### src/rtl/uop_sequencer_pkg.sv
// Shared definitions for the micro-op sequencer: default uop width, bundle count
// field width and the count normalisation used when a bundle is captured.
package uop_sequencer_pkg;

  localparam int UOP_W_DEF = 20;
  localparam int CNT_W     = 2;

  // A count of 3 is not a legal bundle size; it issues as a full 3-uop bundle.
  function automatic logic [CNT_W-1:0] clamp_cnt(input logic [CNT_W-1:0] cnt);
    return (cnt == 2'd3) ? 2'd2 : cnt;
  endfunction

endpackage

### src/rtl/uop_sequencer_bundle_fifo.sv
// Register FIFO of decoded bundles with flush. Exposes the head entry body and the
// tag field of the entry behind the head so the issuer can preload its step counter.
module bundle_fifo
  import uop_sequencer_pkg::*;
#(
  parameter int W     = 62,
  parameter int DEPTH = 2,
  parameter int TAG_W = 2
) (
  input  logic                       clk,
  input  logic                       a_rst,
  input  logic                       flush,
  input  logic                       push,
  input  logic                       pop,
  input  logic [W-1:0]               wr_data,
  output logic [W-TAG_W-1:0]         head_body,
  output logic [TAG_W-1:0]           next_tag,
  output logic                       full,
  output logic                       empty,
  output logic [$clog2(DEPTH):0]     occupancy
);

  localparam int AW = $clog2(DEPTH);

  logic [W-1:0]  mem [DEPTH];
  logic [AW-1:0] rd_ptr;
  logic [AW-1:0] wr_ptr;
  logic          push_ok;
  logic          pop_ok;

  assign full      = (occupancy == (AW+1)'(DEPTH));
  assign empty     = (occupancy == '0);
  assign push_ok   = push & ~full;
  assign pop_ok    = pop & ~empty;
  assign head_body = mem[rd_ptr][W-TAG_W-1:0];
  assign next_tag  = mem[rd_ptr + AW'(1)][W-1:W-TAG_W];

  always_ff @(posedge clk or negedge a_rst) begin
    if (!a_rst) begin
      rd_ptr    <= '0;
      wr_ptr    <= '0;
      occupancy <= '0;
      for (int i = 0; i < DEPTH; i++) mem[i] <= '0;
    end else if (flush) begin
      // Drop everything: read side catches up with write side.
      rd_ptr    <= wr_ptr;
      occupancy <= '0;
    end else begin
      if (push_ok) begin
        mem[wr_ptr] <= wr_data;
        wr_ptr      <= wr_ptr + AW'(1);
      end
      if (pop_ok) rd_ptr <= rd_ptr + AW'(1);
      case ({push_ok, pop_ok})
        2'b10:   occupancy <= occupancy + (AW+1)'(1);
        2'b01:   occupancy <= occupancy - (AW+1)'(1);
        default: occupancy <= occupancy;
      endcase
    end
  end

endmodule

### src/rtl/uop_sequencer.sv
// Buffers decoded uop bundles and issues them one uop per cycle (uop_2, uop_1,
// uop_0) to execute over valid/ready; drives decoder back-pressure and flush drop.
module uop_sequencer
  import uop_sequencer_pkg::*;
#(
  parameter int UOP_W = UOP_W_DEF,
  parameter int DEPTH = 2
) (
  input  logic             clk,
  input  logic             a_rst,
  input  logic             flush,
  output logic             feed_req,
  input  logic             feed_ack,
  input  logic [UOP_W-1:0] uop_0,
  input  logic [UOP_W-1:0] uop_1,
  input  logic [UOP_W-1:0] uop_2,
  input  logic [1:0]       uop_count,
  output logic             ex_valid,
  input  logic             ex_ready,
  output logic [UOP_W-1:0] ex_uop,
  output logic             ex_last,
  output logic             idle
);

  localparam int BW = 3*UOP_W + CNT_W;
  localparam int OW = $clog2(DEPTH) + 1;

  logic [BW-1:0]       wr_bundle;
  logic [3*UOP_W-1:0]  head_uops;
  logic [CNT_W-1:0]    next_tag;
  logic [CNT_W-1:0]    in_cnt;
  logic [CNT_W-1:0]    next_cnt;
  logic [CNT_W-1:0]    step;
  logic [OW-1:0]       occupancy;
  logic [UOP_W-1:0]    head_uop;
  logic                full;
  logic                empty;
  logic                push;
  logic                pop;
  logic                accept;

  // Bundle layout: count on top so the FIFO can peek it for the entry behind head.
  assign in_cnt    = clamp_cnt(uop_count);
  assign wr_bundle = {in_cnt, uop_2, uop_1, uop_0};

  assign feed_req = ~full;
  assign push     = feed_ack & feed_req & ~flush;
  assign ex_valid = ~empty & ~flush;
  assign accept   = ex_valid & ex_ready;
  assign pop      = accept & (step == '0);
  assign idle     = empty;

  bundle_fifo #(
    .W     (BW),
    .DEPTH (DEPTH),
    .TAG_W (CNT_W)
  ) u_fifo (
    .clk       (clk),
    .a_rst     (a_rst),
    .flush     (flush),
    .push      (push),
    .pop       (pop),
    .wr_data   (wr_bundle),
    .head_body (head_uops),
    .next_tag  (next_tag),
    .full      (full),
    .empty     (empty),
    .occupancy (occupancy)
  );

  always_comb begin
    head_uop = head_uops[UOP_W-1:0];
    case (step)
      2'd1:    head_uop = head_uops[2*UOP_W-1:UOP_W];
      2'd2:    head_uop = head_uops[3*UOP_W-1:2*UOP_W];
      default: head_uop = head_uops[UOP_W-1:0];
    endcase
  end

  assign ex_uop  = ex_valid ? head_uop : '0;
  assign ex_last = ex_valid & (step == '0);

  // Count of the bundle that becomes head after a pop: the one behind it if present,
  // otherwise the bundle being written this same cycle.
  always_comb begin
    next_cnt = '0;
    if (occupancy > OW'(1)) next_cnt = next_tag;
    else if (push)          next_cnt = in_cnt;
  end

  always_ff @(posedge clk or negedge a_rst) begin
    if (!a_rst) begin
      step <= '0;
    end else if (flush) begin
      step <= '0;
    end else if (pop) begin
      step <= next_cnt;
    end else if (push && empty) begin
      step <= in_cnt;
    end else if (accept) begin
      step <= step - CNT_W'(1);
    end
  end

endmodule

### config.mk
export PLATFORM = sky130hd
export DESIGN_NAME = uop_sequencer
export DESIGN_NICKNAME = d
export VERILOG_FILES = /design/src/rtl/uop_sequencer_pkg.sv /design/src/rtl/uop_sequencer_bundle_fifo.sv /design/src/rtl/uop_sequencer.sv
export SDC_FILE = /design/constraint.sdc
export NUM_CORES = 1
export LEC_CHECK = 0
export CORE_MARGIN = 10
export CORE_UTILIZATION = 40
export CTS_BUF_LIST = sky130_fd_sc_hd__clkbuf_4
export CTS_CLUSTER_DIAMETER = 60
export DETAILED_ROUTE_END_ITERATION = 7
export GPL_TIMING_DRIVEN = 0
export PLACE_DENSITY = 0.63
export SLEW_MARGIN = 20
export SYNTH_ARGS = -nofsm -noshare
export SYNTH_HDL_FRONTEND = slang
export SYNTH_HIERARCHICAL = 1
export SYNTH_SLANG_ARGS = --single-unit
### constraint.sdc
create_clock -name clk -period 6.55 [get_ports clk]
set_clock_uncertainty 0.05 [all_clocks]
set_input_delay 1.965 -clock clk [delete_from_list [all_inputs] [get_ports clk]]
set_output_delay 1.965 -clock clk [all_outputs]
set_load 0.005 [all_outputs]
* Word level (Yosys, flattened, before mapping)
Index checks and enable logic that the tools add are counted.
** Word-level totals
- Output and inout port bits :: 24
- Input port bits :: 67
- Register bits after elaboration :: 130
- Word-level logic and storage cells :: 66
** Operators by class
- Bitwise logic cells :: 14
- Order comparisons :: 5
- Reductions and logical operators :: 8
- Multiplexer cells :: 22
- Equal/unequal tests :: 6
- $add $sub $neg :: 5
** Operators by type and width (count)
- $mux W62 :: 4
- $mux W60 :: 3
- $bwmux W124 :: 1
- $demux W62 S1 :: 1
- $pmux W20 S2 :: 1
- $mux W20 :: 1
- $mux W2 :: 8
- $and A1 B1 Y1 :: 8
- $eq A2 B2 Y1 const B :: 4
- $ge A2 B2 Y1 const B :: 3
- $not A1 Y2 :: 3
- $eq A2 B1 Y1 const B :: 2
- $logic_not A2 Y1 :: 2
- $pmux W2 S2 :: 1
- $reduce_bool A4 Y1 :: 1
- $sub A2 B1 Y2 const B :: 2
- $not A1 Y1 :: 3
- $reduce_bool A3 Y1 :: 1
- $add A1 B1 Y1 const B :: 2
- $add A2 B1 Y2 const B :: 1
- $gt A2 B1 Y1 const B :: 1
- $logic_and A1 B1 Y1 :: 2
- $lt A2 B1 Y1 const B :: 1
- $mux W1 :: 2
- 2 further kinds :: 2

* Depth between registers and ports, before layout
- Word-level depth :: 9
- Mapped depth :: 7

* Modules after synthesis
Netlist, hierarchy kept.
** By module, submodules not included
- bundle_fifo :: times used 1, cells each 355, area each 5587.9 sq um
- uop_sequencer :: times used 1, cells each 103, area each 689.4 sq um

* Least setup slack after synthesis
OpenSTA, ideal clock, no wires.
- Kind :: input-to-output
- Start :: input flush
- End :: output ex_uop[10]
- Buffers on the path :: 1
- Arrival time :: 2.673 ns
- Setup slack :: 1.862 ns
- Cell stages on the path :: 3
- Required time :: 4.535 ns
- Cells stage by stage :: or2_2 clkbuf_1 a211oi_1
** On the way
- Cells in the longest elaborated chain, start to end :: 3
** Ends and longest elaborated chain
- from (decl) :: line uop_sequencer.sv:11 : input logic flush,
- $not A1 Y1 (no line)
- $and A1 B1 Y1 :: line uop_sequencer.sv:48 : assign ex_valid = ~empty & ~flush;
- $mux W20 :: line uop_sequencer.sv:80 : assign ex_uop = ex_valid ? head_uop : '0;
- to (decl) :: line uop_sequencer.sv:20 : output logic [UOP_W-1:0] ex_uop,
Every way passes these cells.

* Final worst setup path
- Start :: input flush
- End :: output ex_uop[15]
The elaborated chain is that of the path after synthesis.

==> reports/results.ini <==
[critical_path]
worstReg2RegStart = u_fifo/occupancy[1]
crit_fanout = 14
cp.arrival_ps = 4340
r2r_end = u_fifo/mem[113]
path_class = primary input to primary output
crit_end = ex_uop[15]
startpoint_type = primary input
crit_path_end_kind = primary output
reg2reg_depth = 5
critPathLaunch = flush
reg2reg_slack_ps = 3710
cp.required_ps = 4530

[floorplanning]
die_area_sq_um = 21100
fp.dieW_um = 145
core-area_sq_um = 15300
core.rowCount = 45
start_util_pct = 41.0
fp.dieH_um = 145
io_pins = 91

[synth]
async_flop_share_pct = 100
synth_nets = 528
synth_edf_count = 0
yosysWarnings = 6
ys_ff_latch = 130
syn_area_sq_um = 6280
synthDistinctLibCells = 35
yosysSeqAreaShare_pct = 51.8
avgSynthCellArea_sq_um = 13.7
synth_ff_type = dfrtp_1
netlist_instances = 458

[route]
via_per_inst = 5.18
dr.pass1.iters = 4
vias = 4106
post_drt_wl_per_cell_um = 19.8
drt-total-wl_um = 15700
drt-initial-drc-count = 199
ant_nets = 0
drc = 0

[power_and_ir_drop]
ir_drop_mv = 0.190
p_per_area_nw_per_um2 = 398
p_leak_nw = 3.15
p_total_mw = 3.10

[placement]
place_congestion = 0.781
dp_hpwl_um = 11600
place_area_sq_um = 7470
io_buffer_count = 90

[timing]
worstMarginPinSlew_ps = 879
finalCriticalPeriod_ps = 6350
rsz0062_at_grt = no
max_freq_mhz = 157
hold_viol_final = 0
slew_violations = 0
slew_headroom_pct = 41.2
setup-tns-final_ps = 0
setup_viol = 0
holdWs_ps = 444
min_period_over_period_pct = 97.0

[clock_network]
numCtsBuffers = 17
clockRootBuffer = clkbuf_4
clk_pin_slew_worst_paths_ps = 110
htreeDepth = 4
cts_setup_buffers = 0
clk_latency_ps = 530
ctsResizeCount = 0
cts.sinks = 130
clock_path_buffers = 2
cts_tree = done
cts_hold_buf = 0

[global_routing]
grt_pass1_wl_um = 24900
grt_start_max_net_pins = 89
grt.total_usage_pct = 15.0
antenna_found_initial = 1
grt_pass1_vias = 4468
overflow = 0

[final_layout]
finish.instance_area_sq_um = 7800
drive_gt1_share_pct = 40.3
final_util_pct = 50.9
area_growth_pct = 24.2
nets = 638
nFillCells = 1365

[run]
max_cap_viol_count = 0

[worst_hold_path]
hold_path.class = flop to flop
hold_start = u_fifo/mem[92]

[status]
status = completed

-- cells in the mapped netlist, drive strengths merged, types with 2 or more instances --
| library cell | n | area [sq um] |
|---|---|---|
| a211oi | 20 | 150 |
| a21oi | 5 | 25.0 |
| a22oi | 20 | 150 |
| a31oi | 3 | 18.8 |
| buf | 13 | 118 |
| clkbuf | 18 | 67.6 |
| dfrtp | 130 | 3250 |
| ha | 3 | 37.5 |
| inv | 6 | 22.5 |
| mux2 | 186 | 2090 |
| nand2 | 4 | 15.0 |
| nand3 | 3 | 15.0 |
| nand3b | 3 | 22.5 |
| nor2 | 22 | 82.6 |
| nor2b | 2 | 15.0 |
| nor3b | 4 | 46.3 |
| o21ai | 4 | 20.0 |
| xor2 | 2 | 17.5 |
-- power breakdown --
part	switching, mW	leakage [nW]	internal [mW]	total [mW]
Clock	0.302	0.164	0.305	0.607
Sequential	0.182	1.57	1.19	1.37
Combinational	0.461	1.42	0.662	1.12
-- cell usage in the layout, fill, tap and decap left out, types with 4 or more instances in the layout --
cell type,count
mux2_2,181
dfrtp_1,130
clkdlybuf4s50_1,89
nor2_1,22
a22oi_1,20
a211oi_1,20
clkbuf_1,18
clkbuf_4,18
inv_1,6
buf_6,6
buf_4,6
a21oi_1,5
mux2_1,5
nand2_1,4
bufinv_16,4
-- final cells by class --
class	instances	area (sq um)	share of cell area [%]
clock buffer	18	135	1.73
buffer	31	185	2.37
antenna	1	2.50	0.0321
multi-input combinational	291	2820	36.1
clock inverter	14	186	2.39
inverter	6	22.5	0.289
tap	211	264	3.39
sequential	130	3250	41.7
timing repair buffer	91	933	12.0
-- state kept, by name (all words and copies together), names as in the netlist --
signal and cells:
u_fifo/rd_ptr 1, u_fifo/wr_ptr 1, u_fifo/mem 124, step 2, u_fifo/occupancy 2
-- logic make-up (layout without fill, tap and decap cells) --
logic type / after synthesis / in the layout / synth area share (%)
and+or+nand+nor: 44 / 44 / 4.23
DFF: 130 / 130 / 51.8
xor gates and xnor gates: 2 / 2 / 0.279
AOI/OAI and AO/OA: 56 / 56 / 6.40
adders and majority gates: 3 / 3 / 0.598
muxes: 186 / 186 / 33.4
other: 0 / 1 / 0
buffers and inverters: 37 / 160 / 3.31
-- stage by stage --
step	worst slack (ps)	instances
2_1_floorplan	1860	458
3_3_place_gp	-1500	759
3_5_place_dp	225	760
4_1_cts	219	792
5_1_grt	25.9	793
6_report	198	793
-- routing by layer --
layer | track usage, % | vias up | share of wire (%)
met3 | 4.47 | 8 | 5.4
met1 | 20.0 | 2084 | 46
li1 | - | 1911 | -
met5 | 0 | - | 0
met4 | 4.25 | 0 | 0.95
met2 | 23.2 | 103 | 47
-- critical path, cell delays in order --
cell	delay [ps]
clkdlybuf4s50_1	700
or2_2	450
clkbuf_1	220
a211oi_1	400
clkdlybuf4s50_1	600
-- worst min-delay path by stage --
stage,to,slack (ps),depth (start not counted)
3_3_place_gp,u_fifo/mem[92],410,1
5_1_grt,u_fifo/mem[93],460,1
2_1_floorplan,u_fifo/mem[123],400,1
3_5_place_dp,u_fifo/mem[123],420,1
4_1_cts,u_fifo/mem[123],450,1
6_report,u_fifo/mem[92],440,1
No activity file was read; power rests on OpenSTA's default activity.
